`src/rtl/frame_color_scanner_if.sv`:
```
// Bus between the frame colour scanner and its surroundings: scan
// request/handshake from the system controller, the camera busy flag,
// the frame buffer processing read port and the published results.
interface frame_color_scanner_if #(
    parameter int AW = 15,
    parameter int DW = 8
);
    logic          start;
    logic          cam_busy;
    logic [AW-1:0] proc_addr;
    logic [DW-1:0] proc_data;
    logic          busy;
    logic          done;
    logic [1:0]    color;
    logic [AW-1:0] cnt_r;
    logic [AW-1:0] cnt_g;
    logic [AW-1:0] cnt_b;
    logic [7:0]    xmin;
    logic [7:0]    xmax;
    logic [6:0]    ymin;
    logic [6:0]    ymax;

    // scanner side
    modport slave (
        input  start, cam_busy, proc_data,
        output proc_addr, busy, done, color, cnt_r, cnt_g, cnt_b,
               xmin, xmax, ymin, ymax
    );

    // controller / frame buffer side
    modport master (
        output start, cam_busy, proc_data,
        input  proc_addr, busy, done, color, cnt_r, cnt_g, cnt_b,
               xmin, xmax, ymin, ymax
    );
endinterface

```
`src/rtl/frame_color_scanner.sv`:
```
// Frame colour scanner: walks every pixel of the RGB332 frame buffer once,
// classifies each pixel as red/green/blue/none, counts each class and
// reports the dominant colour. A scan is only started while the camera is
// not writing the buffer. Optional bounding-box tracking of all classified
// pixels is enabled with the macro SCAN_BBOX_EN.
//
// state    | meaning
// ---------+----------------------------------------------------------
// IDLE     | waiting for start
// WAIT_CAM | scan accepted, waiting for capture path to release buffer
// PRIME    | clear accumulators, address 0
// SCAN     | one address per cycle; sample data one cycle behind
// DECIDE   | pick dominant colour, publish counts (and bbox)
// DONE     | one-cycle done pulse, back to IDLE
module frame_color_scanner #(
    parameter int AW      = 15,
    parameter int DW      = 8,
    parameter int IMG_W   = 160,
    parameter int IMG_H   = 120,
    parameter int MIN_PIX = 64
) (
    input  logic                 clk,
    input  logic                 rst,
    frame_color_scanner_if.slave bus
);
    typedef enum logic [2:0] {IDLE, WAIT_CAM, PRIME, SCAN, DECIDE, DONE} state_t;

    localparam logic [AW-1:0] LAST = AW'(IMG_W * IMG_H - 1);

    state_t        state_q;
    logic [AW-1:0] addr_q;
    logic          valid_q;
    logic          end_q;
    logic [AW-1:0] acc_r_q, acc_g_q, acc_b_q;
    logic [AW-1:0] cnt_r_q, cnt_g_q, cnt_b_q;
    logic [1:0]    color_q;
    logic          busy_q;
    logic          done_q;

    logic [DW-1:0] pix_d;
    logic [1:0]    cls_d;
    logic [1:0]    win_color_d;
    logic [AW-1:0] win_cnt_d;

    // Classify the pixel returned by the buffer; first matching class wins.
    always_comb begin
        pix_d = bus.proc_data;
        cls_d = 2'd0;
        if (pix_d[7:5] >= 3'd5 && pix_d[4:2] <= 3'd2 && pix_d[1:0] <= 2'd1)
            cls_d = 2'd1;
        else if (pix_d[4:2] >= 3'd5 && pix_d[7:5] <= 3'd2 && pix_d[1:0] <= 2'd1)
            cls_d = 2'd2;
        else if (pix_d[1:0] == 2'd3 && pix_d[7:5] <= 3'd2 && pix_d[4:2] <= 3'd2)
            cls_d = 2'd3;
    end

    // Dominant colour; strict '>' keeps the earlier colour on a tie.
    always_comb begin
        win_color_d = 2'd1;
        win_cnt_d   = acc_r_q;
        if (acc_g_q > win_cnt_d) begin
            win_color_d = 2'd2;
            win_cnt_d   = acc_g_q;
        end
        if (acc_b_q > win_cnt_d) begin
            win_color_d = 2'd3;
            win_cnt_d   = acc_b_q;
        end
        if (win_cnt_d < AW'(MIN_PIX))
            win_color_d = 2'd0;
    end

    // Sequencer, address generator, per-class accumulators and result registers.
    always_ff @(posedge clk or posedge rst) begin
        if (rst) begin
            state_q <= IDLE;
            addr_q  <= '0;
            valid_q <= 1'b0;
            end_q   <= 1'b0;
            acc_r_q <= '0;
            acc_g_q <= '0;
            acc_b_q <= '0;
            cnt_r_q <= '0;
            cnt_g_q <= '0;
            cnt_b_q <= '0;
            color_q <= 2'd0;
            busy_q  <= 1'b0;
            done_q  <= 1'b0;
        end else begin
            done_q <= 1'b0;
            case (state_q)
                IDLE: begin
                    if (bus.start) begin
                        state_q <= WAIT_CAM;
                        busy_q  <= 1'b1;
                    end
                end
                WAIT_CAM: begin
                    if (!bus.cam_busy)
                        state_q <= PRIME;
                end
                PRIME: begin
                    acc_r_q <= '0;
                    acc_g_q <= '0;
                    acc_b_q <= '0;
                    addr_q  <= '0;
                    valid_q <= 1'b0;
                    end_q   <= 1'b0;
                    state_q <= SCAN;
                end
                SCAN: begin
                    // data for the previous address is on proc_data now
                    valid_q <= 1'b1;
                    if (valid_q) begin
                        case (cls_d)
                            2'd1:    acc_r_q <= acc_r_q + AW'(1);
                            2'd2:    acc_g_q <= acc_g_q + AW'(1);
                            2'd3:    acc_b_q <= acc_b_q + AW'(1);
                            default: ;
                        endcase
                    end
                    // address parks on LAST for one extra cycle to catch its data
                    if (addr_q != LAST)
                        addr_q <= addr_q + AW'(1);
                    else
                        end_q <= 1'b1;
                    if (end_q)
                        state_q <= DECIDE;
                end
                DECIDE: begin
                    cnt_r_q <= acc_r_q;
                    cnt_g_q <= acc_g_q;
                    cnt_b_q <= acc_b_q;
                    color_q <= win_color_d;
                    busy_q  <= 1'b0;
                    done_q  <= 1'b1;
                    state_q <= DONE;
                end
                DONE: begin
                    state_q <= IDLE;
                end
                default: state_q <= IDLE;
            endcase
        end
    end

    assign bus.proc_addr = addr_q;
    assign bus.busy      = busy_q;
    assign bus.done      = done_q;
    assign bus.color     = color_q;
    assign bus.cnt_r     = cnt_r_q;
    assign bus.cnt_g     = cnt_g_q;
    assign bus.cnt_b     = cnt_b_q;

`ifdef SCAN_BBOX_EN
    logic [7:0] x_q, px_q, bx0_q, bx1_q, xmin_q, xmax_q;
    logic [6:0] y_q, py_q, by0_q, by1_q, ymin_q, ymax_q;
    logic       found_q;

    // Pixel coordinates follow the address; px/py lag one cycle to line up
    // with proc_data. Running box is published in DECIDE (zero if empty).
    always_ff @(posedge clk or posedge rst) begin
        if (rst) begin
            x_q     <= '0;
            y_q     <= '0;
            px_q    <= '0;
            py_q    <= '0;
            bx0_q   <= '0;
            bx1_q   <= '0;
            by0_q   <= '0;
            by1_q   <= '0;
            found_q <= 1'b0;
            xmin_q  <= '0;
            xmax_q  <= '0;
            ymin_q  <= '0;
            ymax_q  <= '0;
        end else begin
            case (state_q)
                PRIME: begin
                    x_q     <= '0;
                    y_q     <= '0;
                    found_q <= 1'b0;
                end
                SCAN: begin
                    px_q <= x_q;
                    py_q <= y_q;
                    if (addr_q != LAST) begin
                        if (x_q == 8'(IMG_W - 1)) begin
                            x_q <= '0;
                            y_q <= y_q + 7'd1;
                        end else begin
                            x_q <= x_q + 8'd1;
                        end
                    end
                    if (valid_q && cls_d != 2'd0) begin
                        found_q <= 1'b1;
                        if (!found_q || px_q < bx0_q) bx0_q <= px_q;
                        if (!found_q || px_q > bx1_q) bx1_q <= px_q;
                        if (!found_q || py_q < by0_q) by0_q <= py_q;
                        if (!found_q || py_q > by1_q) by1_q <= py_q;
                    end
                end
                DECIDE: begin
                    xmin_q <= found_q ? bx0_q : 8'd0;
                    xmax_q <= found_q ? bx1_q : 8'd0;
                    ymin_q <= found_q ? by0_q : 7'd0;
                    ymax_q <= found_q ? by1_q : 7'd0;
                end
                default: ;
            endcase
        end
    end

    assign bus.xmin = xmin_q;
    assign bus.xmax = xmax_q;
    assign bus.ymin = ymin_q;
    assign bus.ymax = ymax_q;
`else
    assign bus.xmin = 8'd0;
    assign bus.xmax = 8'd0;
    assign bus.ymin = 7'd0;
    assign bus.ymax = 7'd0;
`endif
endmodule

```
`src/flat_wrapper.sv`:
```
// flat-port wrapper written by rule: the top's interface ports become plain ports
module frame_color_scanner_flat 
#(
    parameter int AW      = 15,
    parameter int DW      = 8,
    parameter int IMG_W   = 160,
    parameter int IMG_H   = 120,
    parameter int MIN_PIX = 64
)
  (clk, rst, bus_start, bus_cam_busy, bus_proc_data, bus_proc_addr, bus_busy, bus_done, bus_color, bus_cnt_r, bus_cnt_g, bus_cnt_b, bus_xmin, bus_xmax, bus_ymin, bus_ymax);
  frame_color_scanner_if #(.AW(AW), .DW(DW)) bus_i ();
  input  logic clk;
  input  logic rst;
  input wire logic [$bits(bus_i.start)-1:0] bus_start;
  input wire logic [$bits(bus_i.cam_busy)-1:0] bus_cam_busy;
  input wire logic [$bits(bus_i.proc_data)-1:0] bus_proc_data;
  output wire logic [$bits(bus_i.proc_addr)-1:0] bus_proc_addr;
  output wire logic [$bits(bus_i.busy)-1:0] bus_busy;
  output wire logic [$bits(bus_i.done)-1:0] bus_done;
  output wire logic [$bits(bus_i.color)-1:0] bus_color;
  output wire logic [$bits(bus_i.cnt_r)-1:0] bus_cnt_r;
  output wire logic [$bits(bus_i.cnt_g)-1:0] bus_cnt_g;
  output wire logic [$bits(bus_i.cnt_b)-1:0] bus_cnt_b;
  output wire logic [$bits(bus_i.xmin)-1:0] bus_xmin;
  output wire logic [$bits(bus_i.xmax)-1:0] bus_xmax;
  output wire logic [$bits(bus_i.ymin)-1:0] bus_ymin;
  output wire logic [$bits(bus_i.ymax)-1:0] bus_ymax;
  assign bus_i.start = bus_start;
  assign bus_i.cam_busy = bus_cam_busy;
  assign bus_i.proc_data = bus_proc_data;
  assign bus_proc_addr = bus_i.proc_addr;
  assign bus_busy = bus_i.busy;
  assign bus_done = bus_i.done;
  assign bus_color = bus_i.color;
  assign bus_cnt_r = bus_i.cnt_r;
  assign bus_cnt_g = bus_i.cnt_g;
  assign bus_cnt_b = bus_i.cnt_b;
  assign bus_xmin = bus_i.xmin;
  assign bus_xmax = bus_i.xmax;
  assign bus_ymin = bus_i.ymin;
  assign bus_ymax = bus_i.ymax;
  frame_color_scanner #(.AW(AW), .DW(DW), .IMG_W(IMG_W), .IMG_H(IMG_H), .MIN_PIX(MIN_PIX)) u_core (.clk(clk), .rst(rst), .bus(bus_i));
endmodule
```
`config.mk`:
```
export PLATFORM = sky130hd
export DESIGN_NAME = frame_color_scanner_flat
export DESIGN_NICKNAME = d
export VERILOG_FILES = /design/src/rtl/frame_color_scanner_if.sv /design/src/rtl/frame_color_scanner.sv /design/src/flat_wrapper.sv
export SDC_FILE = /design/constraint.sdc
export NUM_CORES = 1
export LEC_CHECK = 0
export ABC_AREA = 1
export CORE_ASPECT_RATIO = 0.75
export CORE_MARGIN = 4
export CORE_UTILIZATION = 30
export CTS_BUF_LIST = sky130_fd_sc_hd__clkbuf_16
export CTS_CLUSTER_DIAMETER = 60
export CTS_CLUSTER_SIZE = 40
export DETAILED_ROUTE_END_ITERATION = 7
export PLACE_DENSITY = 0.48
export SYNTH_ARGS = -nofsm -noshare
export SYNTH_HDL_FRONTEND = slang
export SYNTH_SLANG_ARGS = --single-unit
```
`constraint.sdc`:
```
create_clock -name clk -period 4.2 [get_ports clk]
set_input_delay 0.42 -clock clk [delete_from_list [all_inputs] [get_ports clk]]
set_output_delay 0.42 -clock clk [all_outputs]
set_load 0.01 [all_outputs]
```
## Yosys cells after proc, flatten, opt, wreduce, memory -nomap -nowiden

Index checks and enable logic that the tools add are counted.

- Word-level logic and storage cells: 88
- Input bits: 12
- Output and inout port bits: 94
- Register bits: 114

- Magnitude comparators: 8
- Multiplexer cells: 29
- Reductions and logical operators: 16
- Add/sub/neg operators: 4
- Equality and inequality tests: 18

Operator list:

| operator | count |
|---|---|
| 2-to-1 mux 15 bit | 9 |
| one-hot mux 15 bit (2 select lines) | 4 |
| adder 15 x 1 -> 15 bit, second input constant | 4 |
| greater-than comparator 15 bit | 2 |
| < comparator 15 x 7 -> 1 bit, second input constant | 1 |
| inequality test 15 bit, second input constant | 1 |
| one-hot mux 3 bit (5 select lines) | 1 |
| 2-to-1 mux 2 bit | 6 |
| inequality test 2 bit, second input constant | 6 |
| AND reduction 3 bit | 4 |
| 2-to-1 mux 3 bit | 3 |
| == test 2 bit, second input constant | 3 |
| == test 3 x 2 -> 1 bit, second input constant | 2 |
| >= comparator 3 bit, second input constant | 2 |
| <= comparator 3 x 2 -> 1 bit, second input constant | 2 |
| logical AND 1 bit | 6 |
| inequality test 2 x 1 -> 1 bit, second input constant | 3 |
| one-hot mux 1 bit (2 select lines) | 3 |
| AND reduction 2 bit | 3 |
| nonzero test 2 bit | 2 |
| == test 3 x 1 -> 1 bit, second input constant | 1 |
| == test 3 bit, second input constant | 1 |
| logical NOT 3 bit | 1 |
| 2-to-1 mux 1 bit | 3 |
| 2 further kinds | 2 |

## Depth between registers and ports, before layout

- Depth in word-level cells: 10
- Depth in mapped cells: 27
- Gate-level depth less buffers: 25

## Least setup slack after synthesis

Ideal clock, no wire load.

- Kind: flip-flop to flip-flop
- From: register u_core.acc_r_q[10]
- To: register u_core.color_q[1] (netlist: u_core.bus.color[1])
- Required time: 4083 ps
- Cell stages (with the launch flop): 26
- Period minus slack after synthesis: 3049 ps
- Setup slack: 1151 ps
- Buffers on the path: 2
- Data arrival time: 2932 ps
- Cells stage by stage: dfrtp_1 inv_1 ha_1 nand2_1 inv_1 nand2_1 nand2_1 a21oi_1 nand2_4 nand2_4 buf_12 buf_2 o21ai_0 ha_1 nand2_1 nor2_1 o21ai_0 nand3_1 nand2_1 nand2_1 nand2_1 nand3_1 nor2_2 nand3_2 nand3_1 nand2_1

- Cells in the longest elaborated chain, start to end: 6
- Elaborated cells on any way between the ends: 8
- Those cells by class: order compare: 3; mux: 5

RTL lines:

| what | line | RTL |
|---|---|---|
| start: declaration | frame_color_scanner.sv:34 | `logic [AW-1:0] acc_r_q, acc_g_q, acc_b_q;` |
| start signal: assignment | frame_color_scanner.sv:116 | `2'd1: acc_r_q <= acc_r_q + AW'(1);` |
| greater-than comparator 15 bit | frame_color_scanner.sv:61 | `if (acc_g_q > win_cnt_d) begin` |
| 2-to-1 mux 15 bit | frame_color_scanner.sv:61 |  |
| greater-than comparator 15 bit | frame_color_scanner.sv:65 | `if (acc_b_q > win_cnt_d) begin` |
| 2-to-1 mux 15 bit | frame_color_scanner.sv:65 |  |
| < comparator 15 x 7 -> 1 bit | frame_color_scanner.sv:69 | `if (win_cnt_d < AW'(MIN_PIX))` |
| 2-to-1 mux 2 bit * | frame_color_scanner.sv:69 |  |
| end signal: assignment | frame_color_scanner.sv:134 | `color_q <= win_color_d;` |
| end: declaration | frame_color_scanner.sv:36 | `logic [1:0] color_q;` |

Mark *: on every way between the ends. The rest lies on a longest branch, timed or not.
A chain may end at the register's enable or synchronous reset.

## Worst setup path after layout

- From: register u_core.acc_r_q[14]
- To: register u_core.color_q[1] (netlist: u_core.bus.color[1])

The elaborated chain is that of the path after synthesis.

==> reports/results.md <==
Status
• run status: finished, final reports clean

Die
• floorplan row count: 46
• initial core utilization: 30.9%
• die width: 180 um
• number of top-level pins: 106
• Core Region: 21500 um^2
• floorplan die height: 137 um
• area of the die: 24600 um^2

Power and ir drop
• sequential cell fraction of total power: 28.9%
• Power Internal: 2710 uW
• largest vdd supply drop: 299 uV
• Static Leak: 0.00365 uW
• combinational share of power: 43.4%
• net switching share of the total power: 41.7%
• Clock Power Share: 27.6%
• post-layout power: 4650 uW
• Cell Pwr Density: 575 nW/um^2
• sw power: 1940 uW

Final layout
• Layout fillers: 2243
• fraction of layout instances using a drive strength above 1: 7.86%
• count of antenna diodes in the layout: 0
• Layout Utilization: 37.7%
• final layout net count: 939
• most used cells in the layout excluding fill and tap cells: 180 x nand2_1, 114 x dfrtp_1, 98 x inv_1
• most common cell after layout, fill and taps aside: nand2_1
• synthesis-to-layout area growth: 21.9%

Route
• WL per Instance: 15.1 um
• Detailed Routing Iterations Pass 1: 5
• Total Routed Length: 18000 um
• detail-routed via count per cell: 4.60
• number of vias after detailed routing: 5474
• initial detailed-routing violation count: 372
• DRC Markers: 0
• number of nets with antenna violations after routing: 0

STA
• Final Hold Fails: 0
• Max-Slew Margin vs Limit: 54.2%
• final period utilization: 84.2%
• final sum of negative setup slack: 0 ns
• Final Setup Violations: 0
• transition time of the tightest slew-check pin: 0.688 ns
• fmax: 283 MHz
• unrepaired setup endpoints after global routing: no
• final worst hold slack: 0.460 ns
• Max Transition Viols Final: 0
• final clock skew: 0.00830 ns
• final critical-path required period: 3.54 ns

Clock network
• Setup Fix Bufs, Post-CTS: 0
• count of instances resized after the clock tree is built: 0
• Clk Latency, worst-skew pair: 0.42 ns
• maximum buffer depth of the clock tree: 2
• hold-fix buffer count after cts: 0
• number of H-tree levels: 4
• TritonCTS clock tree: yes
• clock slew seen by the registers of the worst setup and hold paths: 0.06 ns
• root cell of the clock tree: clkbuf_16
• Num Clock Sinks: 114
• CTS Buf Count: 17

Global routing
• GRT Residual Overflow: 0
• global-route wire length before repair: 29300 um
• largest net degree at the start of global routing: 65
• global routing usage summed across all routing layers: 14.9%
• via count of the first global-routing pass: 5242
• initial antenna violation count: 0

Yosys
• post-synth design cell area: 6640 um^2
• share of synthesized area occupied by flip-flops and latches: 42.9%
• proportion of register bits with asynchronous set or reset after synthesis: 100%
• Seq cells post-synth: 114
• Yosys warnings: 0
• count of distinct cell types in the synthesized netlist: 46
• number of standard cells after synthesis: 816
• synthesized area divided by synthesized cell count: 8.14 um^2
• number of enable-type register cells in the synthesized netlist: 0
• most common flop cell mapped by yosys: dfrtp_1

Place
• total of buffers placed on input and output ports: 75
• weighted congestion reported at the end of routability-driven placement: 0.857
• half-perimeter wire length of the detailed placement result: 13200 um

Worst setup path
• Arrival @ worst endpoint: 3.84 ns
• depth of the worst register-to-register path: 23
• number of buffer and inverter stages on the critical path: 2
• slowest stage delay, CP: 0.39 ns
• family with the most delay on the worst path: simple AND/OR/NAND/NOR gates
• required time at the endpoint of the critical path: 4.50 ns
• Max FO, Critical Path: 24
• most frequent cell on the critical path: nand2_1
• endpoint type of the worst setup path: flop
• type of origin of the critical path: flop
• cell-by-cell trace of the critical path: inv_1 > ha_1 > nand2_2 > inv_1 > nand2_1 > nand2_1 > a21oi_1 > nand2_4 > nand2_4 > nand2_2 > and2_1 > ha_1 > nand2_1 > nor2_1 > o21ai_0 > nand3_1 > nand2_1 > nand2_1 > nand2_1 > nor4_1 > nand2_1 > nand3_1 > nand2_1
• Slowest-stage cell, CP: dfrtp_1
• Setup CP Type: flop to flop
• logic depth of the worst setup path including buffers: 23

Min path
• HP Class: input port to async pin

Run
• Max Cap Violations: 0

[layer usage]
metal / vias to the layer above / track usage (%) / share of wire, % / wire length, um
li1: 2791 / - / - / -
met1: 2511 / 23.2 / 54 / 9660
met2: 160 / 20.4 / 39 / 7100
met3: 12 / 4.01 / 6.1 / 1100
met4: 0 / 3.30 / 0.82 / 147
met5: - / 0 / 0 / 0
[kinds of logic (layout without fill, tap and decap cells)]
group | Yosys count | in the layout | share of synthesized area (%)
compound gates | 152 | 152 | 12.9
xor+xnor | 17 | 17 | 2.24
fa+ha+maj | 34 | 34 | 6.40
buf+inv | 156 | 214 | 10.9
flops | 114 | 114 | 42.9
other cells | 1 | 30 | 0.0565
simple gates | 342 | 342 | 24.5
[sequential cells by signal (all words and copies together) (netlist names), 2 cells and up]
signal and cells:
u_core.bus.cnt_r 15, u_core.bus.proc_addr 15, u_core.acc_g_q 15, u_core.acc_b_q 15
u_core.acc_r_q 15, u_core.bus.cnt_b 15, u_core.bus.cnt_g 15, u_core.state_q 3
u_core.bus.color 2
[synth_stat cells (all sizes together) (2+ instances only)]
cell | n | area share [%]
o21ai | 86 | 6.8
buf | 38 | 4.2
a31oi | 6 | 0.57
ha | 34 | 6.4
o21a | 3 | 0.34
o31ai | 9 | 1.0
dfrtp | 114 | 43
o22ai | 3 | 0.28
a211oi | 4 | 0.45
inv | 105 | 5.9
o21bai | 2 | 0.23
a21oi | 37 | 3.0
clkbuf | 12 | 0.68
nor3b | 2 | 0.23
xor2 | 16 | 2.1
nand3b | 2 | 0.23
nand2 | 193 | 12
nand3 | 46 | 3.8
nand4 | 12 | 1.4
nor4 | 8 | 0.75
nor2 | 49 | 3.7
nor3 | 28 | 2.4
[worst reg2reg max path: stages (launching register included)]
cell,delay [ns]
dfrtp_1,0.39
inv_1,0.21
ha_1,0.31
nand2_2,0.11
inv_1,0.04
nand2_1,0.05
nand2_1,0.05
a21oi_1,0.24
nand2_4,0.14
nand2_4,0.24
nand2_2,0.12
and2_1,0.16
ha_1,0.29
nand2_1,0.06
nor2_1,0.13
o21ai_0,0.10
nand3_1,0.07
nand2_1,0.06
nand2_1,0.07
nand2_1,0.12
nor4_1,0.20
nand2_1,0.10
nand3_1,0.10
nand2_1,0.05
[path summary, 6_finish.rpt]
kind                                     start                 endpoint  slack (ns)
setup / recovery            u_core.acc_r_q[14]      u_core.bus.color[1]        0.66
hold / removal                             rst  u_core.bus.proc_addr[9]        0.46
setup reg to reg            u_core.acc_r_q[14]      u_core.bus.color[1]        0.66
hold reg to reg            u_core.bus.cnt_b[4]      u_core.bus.cnt_b[4]        0.48
max in group asynchronous                  rst     u_core.bus.cnt_g[10]        2.92
min in group clk           u_core.bus.cnt_b[4]      u_core.bus.cnt_b[4]        0.48
[layout make-up]
type	count	area [um^2]	share of cell area [%]
flip-flops and latches	114	2850	35.2
repair buffers	79	806	9.95
inverters	106	400	4.94
multi-input cells	575	3180	39.2
clock buffers	17	425	5.25
clock inverters	12	78.8	0.973
well taps	288	360	4.45
[per-stage QoR]
step           setup slack, ns  instances  instance area, um^2
2_1_floorplan            0.764        845                 6750
3_3_place_gp             0.588       1162                 7600
3_5_place_dp             0.631       1162                 7600
4_1_cts                  0.608       1191                 8100
5_1_grt                  0.147       1191                 8100
6_report                 0.662       1191                 8100
[power by group through the flow]
stage | logic [uW] | clock network [uW] | registers (uW)
floorplan | 1520 | 0 | 1370
global placement | 2030 | 0 | 1370
detailed placement | 2030 | 0 | 1370
CTS | 2040 | 1310 | 1350
global route | 2310 | 1360 | 1370
finish | 2020 | 1290 | 1350
Note: power is estimated with default switching activity, not from simulation.
